File: src/rtl/tala_pkg.sv
// Shared types and lookup helpers for the tala beat scheduler.
package tala_pkg;

  typedef enum logic [1:0] {ADI = 2'd0, RUPAKA = 2'd1, MISRA = 2'd2, KHANDA = 2'd3} tala_e;
  typedef enum logic [1:0] {S_IDLE = 2'd0, S_RUN = 2'd1, S_FINISH = 2'd2} state_e;

  localparam logic [1:0] NONE = 2'b00;
  localparam logic [1:0] CLAP = 2'b01;
  localparam logic [1:0] WAVE = 2'b10;

  // Beats per avartanam.
  function automatic logic [3:0] beats_of(input tala_e t);
    case (t)
      ADI:     beats_of = 4'd8;
      RUPAKA:  beats_of = 4'd3;
      MISRA:   beats_of = 4'd7;
      default: beats_of = 4'd5;
    endcase
  endfunction

  // LED action for a given beat of a tala.
  function automatic logic [1:0] pattern_of(input tala_e t, input logic [3:0] b);
    pattern_of = NONE;
    case (t)
      ADI: begin
        if (b == 4'd0 || b == 4'd4 || b == 4'd6) pattern_of = CLAP;
        else if (b == 4'd5 || b == 4'd7)        pattern_of = WAVE;
      end
      RUPAKA:  pattern_of = (b == 4'd2) ? WAVE : CLAP;
      MISRA:   if (b == 4'd0 || b == 4'd3 || b == 4'd5) pattern_of = CLAP;
      default: if (b == 4'd0 || b == 4'd2 || b == 4'd3) pattern_of = CLAP;
    endcase
  endfunction

  // Clock ticks per beat for a tempo selection.
  function automatic logic [3:0] speed_ticks(input logic [1:0] s);
    case (s)
      2'b01:   speed_ticks = 4'd6;
      2'b10:   speed_ticks = 4'd4;
      default: speed_ticks = 4'd10;
    endcase
  endfunction

endpackage

File: src/rtl/tala_beat_timer.sv
// Tick/beat sequencer. The beat period is captured at load and at every
// beat wrap, so a tempo change only takes effect on the next beat.
module tala_beat_timer
  import tala_pkg::*;
(
  input  logic       clk,
  input  logic       rst,
  input  logic       load,
  input  logic       en,
  input  logic [1:0] tala,
  input  logic [1:0] speed_sel,
  output logic [3:0] tick,
  output logic [3:0] beat_idx,
  output logic [3:0] tper,
  output logic       beat_wrap,
  output logic       cycle_wrap
);

  assign beat_wrap  = en && (tick == tper - 4'd1);
  assign cycle_wrap = beat_wrap && (beat_idx == beats_of(tala_e'(tala)) - 4'd1);

  // Tick counter, beat index and latched beat period.
  always_ff @(posedge clk) begin
    if (rst) begin
      tick     <= '0;
      beat_idx <= '0;
      tper     <= speed_ticks(2'b00);
    end else if (load) begin
      tick     <= '0;
      beat_idx <= '0;
      tper     <= speed_ticks(speed_sel);
    end else if (beat_wrap) begin
      tick     <= '0;
      beat_idx <= cycle_wrap ? 4'd0 : beat_idx + 4'd1;
      tper     <= speed_ticks(speed_sel);
    end else if (en) begin
      tick     <= tick + 4'd1;
    end
  end

endmodule

File: src/rtl/tala_scheduler.sv
// Tala run-time controller: run FSM, cycle counting and LED decode.
// Optional build macro TALA_PAUSE_EN adds a pause input that freezes timing.
module tala_scheduler
  import tala_pkg::*;
#(
  parameter int CNT_W = 10,
  parameter int TGT_W = 8
) (
  input  logic             clk,
  input  logic             rst,
  input  logic             start,
  input  logic             stop,
  input  logic [1:0]       tala_sel,
  input  logic [1:0]       speed_sel,
  input  logic [TGT_W-1:0] cycles_target,
`ifdef TALA_PAUSE_EN
  input  logic             pause,
`endif
  output logic [1:0]       led,
  output logic [3:0]       beat_idx,
  output logic             beat_tick,
  output logic             cycle_start,
  output logic [CNT_W-1:0] cycle_count,
  output logic             busy,
  output logic             done
);

  localparam int CW = ((CNT_W > TGT_W) ? CNT_W : TGT_W) + 1;

  state_e           state;
  tala_e            tala_q;
  logic [TGT_W-1:0] target_q;
  logic [3:0]       tick, tper;
  logic             beat_wrap, cycle_wrap, run_act, load, last_cycle;

  assign busy = (state != S_IDLE);
`ifdef TALA_PAUSE_EN
  assign run_act = busy && !pause;
`else
  assign run_act = busy;
`endif
  assign load       = (state == S_IDLE) && start;
  assign last_cycle = (target_q != '0) &&
                      ((CW'(cycle_count) + CW'(1)) == CW'(target_q));

  tala_beat_timer u_timer (
    .clk        (clk),
    .rst        (rst),
    .load       (load),
    .en         (run_act),
    .tala       (tala_q),
    .speed_sel  (speed_sel),
    .tick       (tick),
    .beat_idx   (beat_idx),
    .tper       (tper),
    .beat_wrap  (beat_wrap),
    .cycle_wrap (cycle_wrap)
  );

  assign beat_tick   = run_act && (tick == 4'd0);
  assign cycle_start = beat_tick && (beat_idx == 4'd0);
  assign led         = (run_act && (tick < (tper >> 1))) ? pattern_of(tala_q, beat_idx) : NONE;

  // Run FSM; ends only at a cycle wrap so the final avartanam always completes.
  always_ff @(posedge clk) begin
    if (rst) begin
      state       <= S_IDLE;
      tala_q      <= ADI;
      target_q    <= '0;
      cycle_count <= '0;
      done        <= 1'b0;
    end else begin
      done <= 1'b0;
      case (state)
        S_IDLE: begin
          if (start) begin
            state       <= S_RUN;
            tala_q      <= tala_e'(tala_sel);
            target_q    <= cycles_target;
            cycle_count <= '0;
          end
        end
        default: begin
          if (cycle_wrap) begin
            if (cycle_count != '1) cycle_count <= cycle_count + 1'b1;
          end
          if (cycle_wrap && (state == S_FINISH || last_cycle)) begin
            state <= S_IDLE;
            done  <= 1'b1;
          end else if (state == S_RUN && stop) begin
            state <= S_FINISH;
          end
        end
      endcase
    end
  end

endmodule
File: config.mk
export PLATFORM = sky130hd
export DESIGN_NAME = tala_scheduler
export DESIGN_NICKNAME = d
export VERILOG_FILES = /design/src/rtl/tala_pkg.sv /design/src/rtl/tala_beat_timer.sv /design/src/rtl/tala_scheduler.sv
export SDC_FILE = /design/constraint.sdc
export NUM_CORES = 1
export LEC_CHECK = 0
export BUFFER_PORTS_ARGS = -buffer_cell sky130_fd_sc_hd__buf_2
export CORE_ASPECT_RATIO = 0.5
export CORE_UTILIZATION = 55
export DETAILED_ROUTE_END_ITERATION = 10
export PLACE_DENSITY_LB_ADDON = 0.08
export SLEW_MARGIN = 10
export SYNTH_ARGS = -nofsm -noshare
export SYNTH_HDL_FRONTEND = slang
export SYNTH_SLANG_ARGS = --single-unit
File: constraint.sdc
create_clock -name clk -period 2.45 [get_ports clk]
set_input_delay 0.1225 -clock clk [delete_from_list [all_inputs] [get_ports clk]]
set_output_delay 0.1225 -clock clk [all_outputs]
set_load 0.1 [all_outputs]
Yosys cells after proc, flatten, opt, wreduce, memory -nomap -nowiden
Cells that the tools add are included.
W data, S select, Z words.
{"block": "totals", "register_bits": 35, "inputBits": 16, "output_inout_bits": 20, "elab_cells": 86}
{"block": "op_classes", "add_sub_neg": 6, "order_cmp": 1, "eq_ne": 17, "muxes": 21, "n_reduce_logical": 33}
{"operator": "$mux W10", "n": 4}
{"operator": "$eq A4 B3 Y1 const B", "n": 4}
{"operator": "$mux W2", "n": 8}
{"operator": "$mux W4", "n": 3}
{"operator": "$pmux W4 S3", "n": 1}
{"operator": "$add A10 B1 Y11 const B", "n": 1}
{"operator": "$eq A11 B8 Y1", "n": 1}
{"operator": "$add A10 B1 Y10 const B", "n": 1}
{"operator": "$ne A10 B10 Y1 const B", "n": 1}
{"operator": "$logic_and A1 B1 Y1", "n": 9}
{"operator": "$add A4 B1 Y4 const B", "n": 2}
{"operator": "$eq A4 B2 Y1 const B", "n": 2}
{"operator": "$eq A4 B4 Y1", "n": 2}
{"operator": "$logic_not A4 Y1", "n": 2}
{"operator": "$logic_or A1 B1 Y1", "n": 8}
{"operator": "$pmux W4 S2", "n": 1}
{"operator": "$reduce_bool A2 Y1", "n": 4}
{"operator": "$reduce_bool A8 Y1", "n": 1}
{"operator": "$sub A4 B1 Y4 const B", "n": 2}
{"operator": "$eq A2 B1 Y1 const B", "n": 3}
{"operator": "$eq A2 B2 Y1 const B", "n": 3}
{"operator": "$pmux W2 S3", "n": 1}
{"operator": "$logic_not A2 Y1", "n": 2}
{"operator": "$lt A4 B3 Y1", "n": 1}
{"operator": "7 further kinds", "n": 11}

Logic depth before layout (Yosys ltp)
{"block": "depth", "depth_word": 8, "mapped_depth": 10, "depth_no_buf": 8}

By module
A second synthesis with hierarchy kept.
{"block": "unflattened", "hier_cells": 272, "area_unflattened_um2": 2164.6}
{"module": "tala_scheduler", "n_inst": 1, "cells_per_inst": 204, "area_per_inst_um2": 1517.7, "seq_area_each_um2": 460.4}
{"module": "tala_beat_timer", "n_inst": 1, "cells_per_inst": 68, "area_per_inst_um2": 646.9, "seq_area_each_um2": 220.2}

Least setup slack after synthesis
OpenSTA, ideal clock, no wires.
{"block": "synth_path", "path_kind": "register to output", "from": "register u_timer.beat_idx[0]", "to": "output led[0]", "arrival_time_ns": 4.915, "required_ns": 2.328, "setup_slack_ns": -2.588, "stages_incl_launch_ff": 8, "n_path_buf": 0, "path_cell_list": "dfxtp_1 -> ha_1 -> nor2b_1 -> nor4b_1 -> nor3_1 -> a31oi_1 -> nor2_1 -> nor4_1"}
{"block": "synth_between", "elab_chain_len": 6, "word_cells_on_any_way": 18, "cone_classes": "eq/ne (5); mux (6); reduce/logical (7)"}
{"element": "start, declared", "line": "tala_beat_timer.sv:13", "source": "output logic [3:0] beat_idx,"}
{"element": "start signal, assigned", "line": "tala_beat_timer.sv:34", "source": "beat_idx <= cycle_wrap ? 4'd0 : beat_idx + 4'd1;"}
{"element": "$eq A4 B2 Y1 (tied with other cells)", "line": "tala_pkg.sv:29, tala_pkg.sv:31"}
{"element": "$logic_or A1 B1 Y1 (on tied branches) (2 in a row)", "line": "tala_pkg.sv:31, tala_pkg.sv:26, tala_pkg.sv:30"}
{"element": "$mux W1 (tied with other cells)", "line": "tala_pkg.sv:31", "source": "default: if (b == 4'd0 || b == 4'd2 || b == 4'd3) pattern_of = CLAP;"}
{"element": "$pmux W2 S3 (*)", "line": "tala_pkg.sv:24", "source": "case (t)"}
{"element": "$mux W2 (*)", "line": "tala_scheduler.sv:62", "source": "assign led = (run_act && (tick < (tper >> 1))) ? pattern_of(tala_q, beat_idx) : NONE;"}
{"element": "end, declared", "line": "tala_scheduler.sv:19", "source": "output logic [1:0] led,"}
Mark *: on every way between the ends. The rest lies on a longest branch, timed or not.

Final worst setup path
{"block": "layout_path", "from": "register u_timer.beat_idx[1]", "to": "output led[0]"}
Same word-level chain as after synthesis.

==> impl_metrics.json <==
{
  "outcome": "complete, no violations",
  "hold_slack_ns": 0.0536,
  "setup_viol": 0,
  "io_pins": 36,
  "place.gp.congestion": 0.924,
  "diodes": 0,
  "swShare": 0.318,
  "drt_wl_total_mm": 5.32,
  "ir_drop_mv": 0.324,
  "critical_path_required_ns": 2.33,
  "netlist_top_cells_area": "dfxtp_1, nand2_1, ha_1, a21oi_1, nor2_1",
  "grt_antenna_before_repair": 0,
  "final_cell_mix": "nand2_1, buf_2, a21oi_1",
  "die_w_um": 91.8,
  "core_um2": 3640,
  "synthDistinctLibCells": 61,
  "multi_input_area_um2": 1420,
  "maxCapViolCount": 0,
  "slew_headroom": 0.638,
  "htree_levels": 2,
  "intPower_mw": 0.841,
  "syn_inst": 282,
  "critPathArrivalTime_ns": 2.17,
  "syn_nets": 309,
  "hp-start": "start",
  "globalRoute.totalOverflow": 0,
  "avgRoutedWirePerCell_um": 14.4,
  "fin_skew_ns": 0.00935,
  "finalCritPeriodShare": 0.937,
  "async_flop_share": 0,
  "max_stage_delay_ns": 0.37,
  "crit_buf_inv": 2,
  "critPathMostFrequentCell": "nor3_1",
  "clockPowerShare": 0.318,
  "post_cts_buffers": 0,
  "antenna_left": 0,
  "place.port_buffers": 35,
  "critical_path_class": "reg -> out",
  "fin_crit_ns": 2.30,
  "yosysTopAreaCell": "dfxtp_1",
  "dpl.hpwl_mm": 4.03,
  "clk_pin_slew_ns": 0.06,
  "area_delta_synth_final_pct": 16.9,
  "grt_use_total": 0.269,
  "report.final.hold_viol_count": 0,
  "avgSynthCellArea_um2": 7.87,
  "final_util": 0.712,
  "synth-seq-cells": 34,
  "switchingPower_mw": 0.392,
  "fin_setup_tns_ns": 0,
  "final_common_cell": "nand2_1",
  "drc": 0,
  "first_pass_iters": 5,
  "synth_ff_type": "dfxtp_1",
  "leakage_nw": 1.06,
  "reg2reg_from": "cycle_count[0]$_SDFFE_PP0P_",
  "grt_pass1_vias": 1911,
  "via_per_inst": 5.77,
  "fmax_ghz": 0.436,
  "synth_warnings": 0,
  "path_cells": "inv_1, ha_1, nor3_1, nor4b_2, nor3_1, a31oi_1, nor2_1, nor4_4, buf_4",
  "die_area_um2": 4310,
  "regArea_um2": 714,
  "power.density_nw_per_um2": 475,
  "seq_power_share": 0.475,
  "insertion_delay_ns": 0.29,
  "grt_max_degree": 24,
  "rows": 15,
  "fp.dieH_um": 46.9,
  "cts.sinks": 34,
  "drive_above_1_share": 0.264,
  "grt_pass1_wl_mm": 8.87,
  "min_path_type": "in -> reg",
  "comb_power_share": 0.207,
  "synth_top_area_frac": 0.307,
  "synth.cell_area_um2": 2220,
  "slowest_stage": "dfxtp_4",
  "synth_edf_count": 0,
  "ys_seq_area_frac": 0.307,
  "slew_violations": 0,
  "initial_core_util": 0.609,
  "nFillCells": 298,
  "worstSetupStartpointType": "register",
  "root_buffer": "clkbuf_8",
  "via_count": 2130,
  "numCtsBuffers": 5,
  "cp_max_fo": 8,
  "worstSetupStartpoint": "u_timer.beat_idx[1]$_SDFFE_PP0P_",
  "clockBufferDepth": 2,
  "cts_tree": "built",
  "final_nets": 345,
  "worstSetupEndpointType": "output pin",
  "drtIter0Drc": 116,
  "path_delay_family": "simple AND/OR/NAND/NOR gates",
  "worst_pin_slew_ns": 0.542
}
==> worst reg2reg max path, stage by stage (launching register included) <==
cell,delay [ns]
dfxtp_4,0.40
ha_1,0.25
inv_1,0.10
or4_2,0.66
nor2_1,0.27
buf_4,0.18
o21ai_0,0.15
a31oi_1,0.22
==> layout make-up <==
| type | count | share of cell area |
|---|---|---|
| clock inverter | 2 | 0.00386 |
| tap | 51 | 0.0246 |
| timing repair buffer | 46 | 0.100 |
| clock buffer | 5 | 0.0265 |
| multi-input combinational | 215 | 0.546 |
| sequential | 34 | 0.275 |
| inverter | 16 | 0.0232 |
==> power by group through the flow <==
| stage | registers, mW | logic (mW) | clock network, mW |
|---|---|---|---|
| 2_1_floorplan | 0.593 | 0.197 | 0 |
| 6_report | 0.586 | 0.255 | 0.392 |
| 5_1_grt | 0.588 | 0.278 | 0.421 |
| 4_1_cts | 0.586 | 0.253 | 0.399 |
| 3_3_place_gp | 0.597 | 0.244 | 0 |
| 3_5_place_dp | 0.598 | 0.250 | 0 |
==> through the flow <==
stage	power, mW	setup slack (ns)	instances	instance area [µm²]
2_1_floorplan	0.790	-0.0825	282	2300
3_5_place_dp	0.848	0.138	362	2500
3_3_place_gp	0.841	0.191	362	2500
6_report	1.23	0.155	369	2590
5_1_grt	1.29	-0.00755	369	2590
4_1_cts	1.24	0.101	369	2580
==> repair_timing <==
| action | 4_1_cts | 5_1_grt |
|---|---|---|
| endpoints found under the setup margin | 1 | 2 |
| gates resized for setup | 1 | 2 |
| cloned | 0 | 0 |
| hold buffers | 0 | 0 |
==> metal layers <==
metal  global-route usage  up-vias  part of all wire  wire (µm)
li1                     -     1069                 -          -
met1                0.354      992              0.49       2580
met2                0.457       65              0.46       2420
met3               0.0663        4             0.052        279
met4               0.0813        0            0.0068         36
met5                    0        -                 0          0
==> Yosys cell counts (all sizes together), types with 7 or more instances <==
cell / count
dfxtp: 34
inv: 16
a21oi: 27
nor3: 13
ha: 11
clkbuf: 9
nor2: 24
xor2: 7
buf: 8
nand3: 7
nand2: 40
o21ai: 10
==> worst paths after layout <==
kind,endpoint,slack [ns],depth (start not counted)
max,led[0],0.15,9
min,cycle_count[5]$_SDFFE_PP0P_,0.05,2
max reg2reg,cycle_count[6]$_SDFFE_PP0P_,0.16,7
min reg2reg,cycle_count[7]$_SDFFE_PP0P_,0.48,1
==> logic make-up (layout without fill, tap and decap cells) <==
logic type | after synthesis | count (layout) | share of synthesized area
flops | 34 | 34 | 0.307
fa+ha+maj | 11 | 11 | 0.0620
compound gates | 66 | 66 | 0.187
mux | 3 | 3 | 0.0135
buf+inv | 33 | 69 | 0.0835
xor+xnor | 14 | 14 | 0.0615
simple gates | 121 | 121 | 0.285
==> state kept, by name, summed over array words and instances (netlist names) <==
signal	count
state	2
done	1
u_timer.tper	3
cycle_count	10
tala_q	2
u_timer.beat_idx	4
u_timer.tick	4
target_q	8
(Power assumes the default switching activity.)
